### config.mk
export PLATFORM = sky130hd
export DESIGN_NAME = dwt_lift_step_flat
export DESIGN_NICKNAME = d
export VERILOG_FILES = /design/src/rtl/dwt_lift_step_pkg.sv /design/src/rtl/dwt_lift_step_if.sv /design/src/rtl/dwt_lift_step_mult.sv /design/src/rtl/dwt_lift_step.sv /design/src/flat_wrapper.sv
export SDC_FILE = /design/constraint.sdc
export NUM_CORES = 1
export LEC_CHECK = 0
export BUFFER_PORTS_ARGS = -buffer_cell sky130_fd_sc_hd__buf_4
export CAP_MARGIN = 15
export CORE_MARGIN = 5
export CORE_UTILIZATION = 58
export CTS_CLUSTER_SIZE = 28
export DETAILED_ROUTE_END_ITERATION = 10
export PLACE_DENSITY = 0.8
export SKIP_CTS_REPAIR_TIMING = 1
export SLEW_MARGIN = 0
export SYNTH_ARGS = -nofsm -noshare
export SYNTH_HDL_FRONTEND = slang
export SYNTH_SLANG_ARGS = --single-unit
export TNS_END_PERCENT = 5
### constraint.sdc
create_clock -name clk_i -period 10.7 [get_ports clk_i]
set_input_delay 1.07 -clock clk_i [delete_from_list [all_inputs] [get_ports clk_i]]
set_output_delay 1.07 -clock clk_i [all_outputs]
set_load 0.01 [all_outputs]
### src/rtl/dwt_lift_step_pkg.sv
// Shared types, coefficients and saturating add
// for the 9/7 DWT lifting datapath.
package dwt_pkg;

    localparam int WIDTH = 16;
    localparam int POINT = 10;

    typedef logic signed [15:0] sample_t;

    typedef struct packed {
        sample_t even;
        sample_t odd;
        logic    last;
    } pair_t;

    typedef enum logic [1:0] {
        EMPTY,
        PEND,
        FLUSH
    } lift_state_e;

    localparam sample_t LIFT_ALPHA = -16'sd1624;
    localparam sample_t LIFT_BETA  = -16'sd54;
    localparam sample_t LIFT_GAMMA = 16'sd904;
    localparam sample_t LIFT_DELTA = 16'sd454;

    // Overflow shows up as the two top bits of the 17-bit sum differing.
    function automatic sample_t sat_add(
        input sample_t a,
        input sample_t b
    );
        logic [16:0] s;
        s = {a[15], a} + {b[15], b};
        if (s[16] != s[15])
            sat_add = s[16] ? 16'sh8000 : 16'sh7fff;
        else
            sat_add = s[15:0];
    endfunction

endpackage

### src/rtl/dwt_lift_step_if.sv
// Valid/ready pair stream in and out of
// one lifting step.
interface dwt_lift_step_if;
    import dwt_pkg::*;

    logic    in_valid_i;
    logic    in_ready_o;
    sample_t in_even_i;
    sample_t in_odd_i;
    logic    in_last_i;
    logic    out_valid_o;
    logic    out_ready_i;
    sample_t out_even_o;
    sample_t out_odd_o;
    logic    out_last_o;

    modport slave (
        input  in_valid_i,
        output in_ready_o,
        input  in_even_i,
        input  in_odd_i,
        input  in_last_i,
        output out_valid_o,
        input  out_ready_i,
        output out_even_o,
        output out_odd_o,
        output out_last_o
    );

    modport master (
        output in_valid_i,
        input  in_ready_o,
        output in_even_i,
        output in_odd_i,
        output in_last_i,
        input  out_valid_o,
        output out_ready_i,
        input  out_even_o,
        input  out_odd_o,
        input  out_last_o
    );

endinterface

### src/rtl/dwt_lift_step_mult.sv
// Fixed-point multiplier: floor rounding,
// wraps on overflow (no saturation).
module dwt_lift_step_mult #(
    parameter int Width    = 16,
    parameter int InPoint  = 10,
    parameter int OutPoint = 10
) (
    input  logic signed [Width-1:0] a_i,
    input  logic signed [Width-1:0] b_i,
    output logic signed [Width-1:0] y_o
);

    localparam int Shift = 2 * InPoint - OutPoint;

    logic signed [2*Width-1:0] prod;

    assign prod = a_i * b_i;
    assign y_o  = Width'(prod >>> Shift);

endmodule

### src/rtl/dwt_lift_step.sv
// Streaming lifting step d = odd + K*(even + next_even)
// with one-pair lookahead and mirrored line end.
module dwt_lift_step
    import dwt_pkg::*;
#(
    parameter int Width = 16,
    parameter int Point = 10
) (
    input  logic            clk_i,
    input  logic            rst_n_i,
    input  sample_t         coef_i,
    dwt_lift_step_if.slave  io
);

    if (Width != 16) begin : g_bad_width
        $error("dwt_lift_step: only Width=16 supported");
    end

    lift_state_e state_q, state_d;
    pair_t       p_q;
    pair_t       out_q;
    logic        out_valid_q;

    pair_t   in_pair;
    pair_t   src;
    sample_t nxt;
    sample_t s;
    sample_t m;
    sample_t d;
    logic    take;
    logic    in_ready;
    logic    accept;
    logic    emit;
    logic    load_p;

    assign in_pair = '{io.in_even_i, io.in_odd_i, io.in_last_i};
    assign take    = !out_valid_q || io.out_ready_i;
    assign accept  = io.in_valid_i && in_ready;

    // src.last is the emitted last flag on every path.
    always_comb begin
        state_d  = state_q;
        in_ready = 1'b0;
        emit     = 1'b0;
        load_p   = 1'b0;
        src      = p_q;
        nxt      = p_q.even;
        unique case (state_q)
            EMPTY: begin
                in_ready = take;
                if (accept) begin
                    if (in_pair.last) begin
                        emit = 1'b1;
                        src  = in_pair;
                        nxt  = in_pair.even;
                    end else begin
                        load_p  = 1'b1;
                        state_d = PEND;
                    end
                end
            end
            PEND: begin
                in_ready = take;
                if (accept) begin
                    emit   = 1'b1;
                    nxt    = in_pair.even;
                    load_p = 1'b1;
                    if (in_pair.last)
                        state_d = FLUSH;
                end
            end
            FLUSH: begin
                if (take) begin
                    emit    = 1'b1;
                    state_d = EMPTY;
                end
            end
            default: state_d = EMPTY;
        endcase
    end

    assign s = sat_add(src.even, nxt);

    dwt_lift_step_mult #(
        .Width    (Width),
        .InPoint  (Point),
        .OutPoint (Point)
    ) u_mult (
        .a_i (s),
        .b_i (coef_i),
        .y_o (m)
    );

    assign d = sat_add(src.odd, m);

    always_ff @(posedge clk_i or negedge rst_n_i) begin
        if (!rst_n_i)
            state_q <= EMPTY;
        else
            state_q <= state_d;
    end

    always_ff @(posedge clk_i or negedge rst_n_i) begin
        if (!rst_n_i)
            p_q <= '0;
        else if (load_p)
            p_q <= in_pair;
    end

    always_ff @(posedge clk_i or negedge rst_n_i) begin
        if (!rst_n_i) begin
            out_q       <= '0;
            out_valid_q <= 1'b0;
        end else if (emit) begin
            out_q       <= '{src.even, d, src.last};
            out_valid_q <= 1'b1;
        end else if (take) begin
            out_valid_q <= 1'b0;
        end
    end

    assign io.in_ready_o  = in_ready;
    assign io.out_valid_o = out_valid_q;
    assign io.out_even_o  = out_q.even;
    assign io.out_odd_o   = out_q.odd;
    assign io.out_last_o  = out_q.last;

endmodule

### src/flat_wrapper.sv
// flat-port wrapper written by rule: the top's interface ports become plain ports
module dwt_lift_step_flat import dwt_pkg::*;
#(
    parameter int Width = 16,
    parameter int Point = 10
)
  (clk_i, rst_n_i, coef_i, io_in_valid_i, io_in_ready_o, io_in_even_i, io_in_odd_i, io_in_last_i, io_out_valid_o, io_out_ready_i, io_out_even_o, io_out_odd_o, io_out_last_o);
  dwt_lift_step_if io_i ();
  input  logic clk_i;
  input  logic rst_n_i;
  input  sample_t coef_i;
  input wire logic [$bits(io_i.in_valid_i)-1:0] io_in_valid_i;
  output wire logic [$bits(io_i.in_ready_o)-1:0] io_in_ready_o;
  input wire logic [$bits(io_i.in_even_i)-1:0] io_in_even_i;
  input wire logic [$bits(io_i.in_odd_i)-1:0] io_in_odd_i;
  input wire logic [$bits(io_i.in_last_i)-1:0] io_in_last_i;
  output wire logic [$bits(io_i.out_valid_o)-1:0] io_out_valid_o;
  input wire logic [$bits(io_i.out_ready_i)-1:0] io_out_ready_i;
  output wire logic [$bits(io_i.out_even_o)-1:0] io_out_even_o;
  output wire logic [$bits(io_i.out_odd_o)-1:0] io_out_odd_o;
  output wire logic [$bits(io_i.out_last_o)-1:0] io_out_last_o;
  assign io_i.in_valid_i = io_in_valid_i;
  assign io_in_ready_o = io_i.in_ready_o;
  assign io_i.in_even_i = io_in_even_i;
  assign io_i.in_odd_i = io_in_odd_i;
  assign io_i.in_last_i = io_in_last_i;
  assign io_out_valid_o = io_i.out_valid_o;
  assign io_i.out_ready_i = io_out_ready_i;
  assign io_out_even_o = io_i.out_even_o;
  assign io_out_odd_o = io_i.out_odd_o;
  assign io_out_last_o = io_i.out_last_o;
  dwt_lift_step #(.Width(Width), .Point(Point)) u_core (.clk_i(clk_i), .rst_n_i(rst_n_i), .coef_i(coef_i), .io(io_i));
endmodule
==> results of run 1 <==
placed cells by master, fill, tap and decap left out, types with 4 or more instances in the layout:
master	netlist	layout
clkbuf_16	0	11
o21ai_1	11	7
nor2_1	44	39
nor3_1	7	5
mux2_2	79	77
xor2_1	11	10
and2_1	127	127
nand2_1	194	192
o21a_1	7	7
a31oi_1	6	6
a21oi_2	0	17
inv_1	280	278
nor2_4	0	4
a211oi_4	1	4
nand3b_1	5	5
o21ai_2	0	11
fa_1	210	206
xnor2_1	41	41
nand4_1	4	4
ha_4	0	10
nand2_2	2	4
nand2b_1	10	9
ha_1	104	91
nand3_1	4	4
o21ai_0	29	17
o21ai_4	0	5
buf_4	0	301
buf_12	0	4
a21oi_1	55	34
dfrtp_1	69	69
fa_2	0	4
a21oi_4	1	5
and3_1	8	7
a21o_1	13	13
area by class of cell:
cell class | count | area [um^2]
Clock buffer | 9 | 225
Clock inverter | 7 | 105
Fill cell | 1399 | 5430
Inverter | 281 | 1050
Multi-Input combinational cell | 1038 | 10600
Sequential cell | 69 | 1730
Tap cell | 280 | 350
Timing Repair Buffer | 311 | 2440
final timing paths:
| kind | slack [ps] | from | cells after the start | endpoint |
|---|---|---|---|---|
| worst min register to register | 480 | u_core.io.out_even_o[5] | 2 | u_core.io.out_even_o[5] |
| worst min-delay path | 480 | u_core.io.out_even_o[5] | 2 | u_core.io.out_even_o[5] |
| max in group asynchronous | 9250 | rst_n_i | 1 | u_core.io.out_even_o[5] |
| worst max-delay path | -730 | io_out_ready_i | 51 | u_core.io.out_odd_o[6] |
| worst max register to register | -490 | u_core.state_q[1] | 50 | u_core.io.out_odd_o[6] |
| min in group asynchronous | 840 | rst_n_i | 1 | u_core.io.out_odd_o[5] |
through the flow:
step                      setup WS (ps)  setup TNS, ps  hold WS [ps]  utilization (%)
final                              -725         -10470           481             75.3
after global routing              -1170         -17680           515             75.3
after CTS                          -668          -9480           479             72.4
after detailed placement           -954         -14110           466             70.9
after global placement             -679         -10340           460             70.9
after floorplan                    -175          -2240           462                -
flip-flops by register name, indices dropped and copies added (netlist names):
name	flops
u_core.io.out_valid_o	1
u_core.p_q	33
u_core.io.out_odd_o	16
u_core.io.out_even_o	16
u_core.io.out_last_o	1
u_core.state_q	2
cells by family (layout without fill, tap and decap cells):
family,Yosys count,after routing
AND/OR/NAND/NOR,428,429
multiplexers,81,81
adder cells (fa/ha/maj),315,315
flip-flops,69,69
AO/OA/AOI/OAI,158,159
buffers and inverters,330,608
XOR/XNOR,54,54
routing by layer:
| metal | global-route usage [%] | share of wire (%) |
|---|---|---|
| met5 | 0 | 0 |
| met4 | 8.17 | 3.0 |
| met3 | 4.23 | 6.2 |
| met2 | 47.8 | 52 |
| met1 | 34.9 | 39 |
critical path, delay by kind of cell:
family                     cells  cell delay (ps)
adders and majority gates      9             3760
AOI/OAI and AO/OA             16             2780
buffers and inverters         13             1700
and+or+nand+nor               10             1670
muxes                          2              470
xor gates and xnor gates       1              200
cells in the mapped netlist (all sizes together), types with 2 or more instances:
master | count | area share, %
nand2b | 10 | 0.48
fa | 210 | 32
mux2 | 79 | 6.9
nand3 | 4 | 0.15
xor2 | 11 | 0.74
a21boi | 5 | 0.29
o21a | 7 | 0.40
nand3b | 5 | 0.29
a31oi | 7 | 0.39
o211ai | 2 | 0.12
nor3 | 7 | 0.27
o21ai | 40 | 1.5
a211oi | 7 | 0.58
a21o | 13 | 0.75
inv | 280 | 8.1
o31ai | 5 | 0.29
nor2 | 45 | 1.3
or3 | 2 | 0.096
nor3b | 2 | 0.12
a21oi | 56 | 2.2
and3 | 9 | 0.47
a221oi | 2 | 0.13
clkbuf | 47 | 1.4
xnor2 | 42 | 2.9
nand2 | 196 | 5.7
or2 | 5 | 0.24
a211o | 2 | 0.13
mux2i | 2 | 0.15
o21bai | 3 | 0.17
dfrtp | 69 | 13
nand4 | 4 | 0.19
ha | 104 | 10
and4 | 2 | 0.15
buf | 2 | 0.058
and2 | 127 | 6.1
nor2b | 5 | 0.24
==> out/metrics.cfg, run 1 <==
[run_status]
violations = setup timing
status = finished with violations

[yosys]
synthAdderAreaFrac_pct = 42.5
synthXorXnorAreaFrac_pct = 3.81
synth_top_family_by_area = adder cells
syn_avg_cell_area_um2 = 9.05
syn_inst = 1435
synthMuxAreaShare_pct = 7.00
synth_flop_cell = dfrtp_1
synth_nets = 1802
synthSimpleGateAreaFrac_pct = 16.2
synth_compound_area_share_pct = 7.69
ys_types = 64
ys_seq_area_share_pct = 13.3
ys_ff_latch = 69
syn_area_mm2 = 0.0130
async_flop_share_pct = 100
synth_edf_count = 0
synth_warnings = 0

[global_route]
grt_max_degree = 70
grt_pass1_vias = 12000
grt_usage_pct = 27.2
antenna_found_initial = 0
grt_pass1_wl_mm = 57.8
overflow = 0

[routing]
routedWlPerCell_um = 18.3
antenna_left = 0
drc = 0
drtIter0Drc = 821
wl_mm = 36.5
firstDrtPassIters = 5
via_count = 11200
viasPerCell = 5.59

[worst_setup_path]
cp.arrival_ps = 11660
max_stage_delay_ps = 530
cpMaxStageDelayCell = fa_1
cp.required_ps = 10930
setup.worst_path.end_class = register
startpoint_type = input port
crit_fanout = 11
critPathKind = in -> reg

[die]
die_w_um = 160
ios = 88
rows = 54
die_h_um = 160
initial_utilization_pct = 59.1
core_area_mm2 = 0.0220
die_area_mm2 = 0.0255

[hold_path]
hold_class = reg -> reg

[clocking]
insertion_delay_ps = 340
cts_buffers = 9
clk_path_buf_depth = 2
root_buffer = clkbuf_16
tritoncts = built
numClockSinks = 69
clkTransAtPathRegs_ps = 70
htreeDepth = 3

[placement]
postPlaceCellArea_mm2 = 0.0156
placed_cells = 1945
gp_congestion = 0.964
hpwlAfterDp_mm = 27.7
port_buffers = 87

[layout]
stdcell_count = 1995
final_nets = 2077
design_area_mm2 = 0.0165
drive_gt1_share_pct = 29.9
syn_to_final_growth_pct = 27.3
diodes = 0

[sta]
finalSetupViolCount = 16
slew_viol_final = 0
min_period_ps = 11430
layout_setup_ws_ps = -725
hold_viol = 0
rsz0062_at_grt = true
slew_headroom_pct = 18.3
fin_crit_sh_pct = 107
skew_ps = 9.71
max_freq_ghz = 0.0875
worst_pin_slew_ps = 1220

[job]
cap_viol_max_count = 0

Power of run 1 is left out: the tool's default activity adds up to more than one toggle a clock period on the data nets, which glitch-free logic cannot reach.
==> run 2, diff against run 1 <==
CORE_MARGIN = not set   (was 5)
PLACE_DENSITY = 0.9   (was 0.8)
==> out/metrics.cfg, run 2 (synthesis results as in run 1) <==
[worst_setup_path]
startpoint_type = input port  ; unchanged
setup.worst_path.end_class = register  ; unchanged
path_buf_inv = 13  ; unchanged
cpMaxStageDelayCell = fa_1  ; unchanged
cp.required_ps = 10940  ; was 10930 ps
crit_fanout = 7  ; was 11
critPathTopFamily = adder cells  ; unchanged
critPathKind = in -> reg  ; unchanged
cp.arrival_ps = 12370  ; was 11660 ps
max_stage_delay_ps = 530  ; about the same

[global_route]
grt_pass1_wl_mm = 60.9  ; was 57.8 mm
overflow = 0  ; unchanged
grt_max_degree = 70  ; unchanged
antenna_found_initial = 1  ; was 0
grt_usage_pct = 34.2  ; was 27.2%
grt_pass1_vias = 12800  ; was 12.0k

[layout]
final_cell_mix = buf_4 (286), inv_1 (277), fa_1 (202), nand2_1 (189), and2_1 (126)  ; was buf_4 (301), inv_1 (278), fa_1 (206), nand2_1 (192), and2_1 (127)
nFillCells = 1164  ; was 1399
drive_gt1_share_pct = 29.7  ; was 29.9%
top_register = u_core.p_q  ; unchanged
final_common_cell = buf_4  ; unchanged
final_util_pct = 74.6  ; was 75.3%
syn_to_final_growth_pct = 25.8  ; was 27.3%
largest_register_ffs = 33  ; unchanged
final_nets = 2061  ; was 2077
diodes = 0  ; unchanged

[routing]
via_count = 12300  ; was 11.2k
drtIter0Drc = 1236  ; was 821
viasPerCell = 6.23  ; was 5.59
routedWlPerCell_um = 22.7  ; was 18.3 um
firstDrtPassIters = 6  ; was 5
wl_mm = 45.0  ; was 36.5 mm
antenna_left = 0  ; unchanged
drc = 0  ; unchanged

[sta]
slew_headroom_pct = 21.8  ; was 18.3%
fin_crit_sh_pct = 113  ; was 107%
max_freq_ghz = 0.0824  ; was 0.0875 GHz
skew_ps = 13.1  ; was 9.71 ps
min_period_ps = 12130  ; was 11430 ps
finalSetupViolCount = 16  ; unchanged
hold_viol = 0  ; unchanged
slew_viol_final = 0  ; unchanged
worst_pin_slew_ps = 1170  ; was 1220 ps
layout_setup_ws_ps = -1430  ; was -725 ps
worst_hold_slack_ps = 492  ; was 481 ps
rsz0062_at_grt = true  ; unchanged

[clocking]
tritoncts = built  ; unchanged
clkTransAtPathRegs_ps = 60  ; was 70 ps
insertion_delay_ps = 370  ; was 340 ps
numClockSinks = 69  ; unchanged
root_buffer = clkbuf_16  ; unchanged
clk_path_buf_depth = 2  ; unchanged
cts_buffers = 9  ; unchanged
htreeDepth = 3  ; unchanged

[die]
die_w_um = 152  ; was 160 um
die_h_um = 152  ; was 160 um
initial_utilization_pct = 59.3  ; was 59.1%
core_area_mm2 = 0.0219  ; was 0.0220 mm^2
rows = 54  ; unchanged
ios = 88  ; unchanged
die_area_mm2 = 0.0230  ; was 0.0255 mm^2

[placement]
hpwlAfterDp_mm = 28.9  ; was 27.7 mm
gp_congestion = 0.958  ; was 0.964
port_buffers = 87  ; unchanged

[hold_path]
hold_class = reg -> reg  ; unchanged

[run_status]
violations = setup timing  ; unchanged
status = finished with violations  ; unchanged

[job]
cap_viol_max_count = 0  ; unchanged

-- run 2: final cells by class --
cell class	count	area [um^2]	area share [%]
Tap cell	280	350	2.14
Clock inverter	3	45.0	0.276
Timing Repair Buffer	297	2310	14.1
Sequential cell	69	1730	10.6
Clock buffer	12	256	1.57
Inverter	281	1050	6.46
Multi-Input combinational cell	1036	10600	64.8
-- run 2: final timing paths --
kind / startpoint / endpoint / slack, ps / depth (start not counted)
max: io_out_ready_i / u_core.io.out_odd_o[3] / -1430 / 49
min: u_core.io.out_even_o[2] / u_core.io.out_even_o[2] / 490 / 2
max reg2reg: u_core.state_q[1] / u_core.io.out_odd_o[3] / -1110 / 48
min reg2reg: u_core.io.out_even_o[2] / u_core.io.out_even_o[2] / 490 / 2
max in group asynchronous: rst_n_i / u_core.io.out_even_o[3] / 9280 / 1
min in group asynchronous: rst_n_i / u_core.io.out_odd_o[15] / 830 / 1
-- run 2: layer usage --
layer	vias up	global-route usage, %	routed length (um)
met5	-	0	58
li1	4970	-	-
met4	2	19.0	4120
met1	5934	38.0	14500
met3	423	7.87	5090
met2	989	60.4	21200
-- run 2: per-stage QoR --
step	instances	worst slack [ps]	TNS, ps	instance area (um^2)
final	1978	-1430	-21720	16300
after global routing	1978	-1730	-26840	16300
after CTS	1952	-1030	-14160	15800
after detailed placement	1937	-1110	-15560	15500
after global placement	1937	-713	-10440	15500
after floorplan	1435	-175	-2240	13400
-- run 2: worst register-to-register path: cells and delay by family (launching register included) --
kind | cells | cell delay, ps
AOI/OAI and AO/OA | 10 | 2560
xor gates and xnor gates | 1 | 150
adders and majority gates | 9 | 4090
buffers and inverters | 13 | 1860
DFF | 1 | 430
muxes | 1 | 290
and+or+nand+nor | 14 | 2330
Power of run 2 is left out for the same reason.
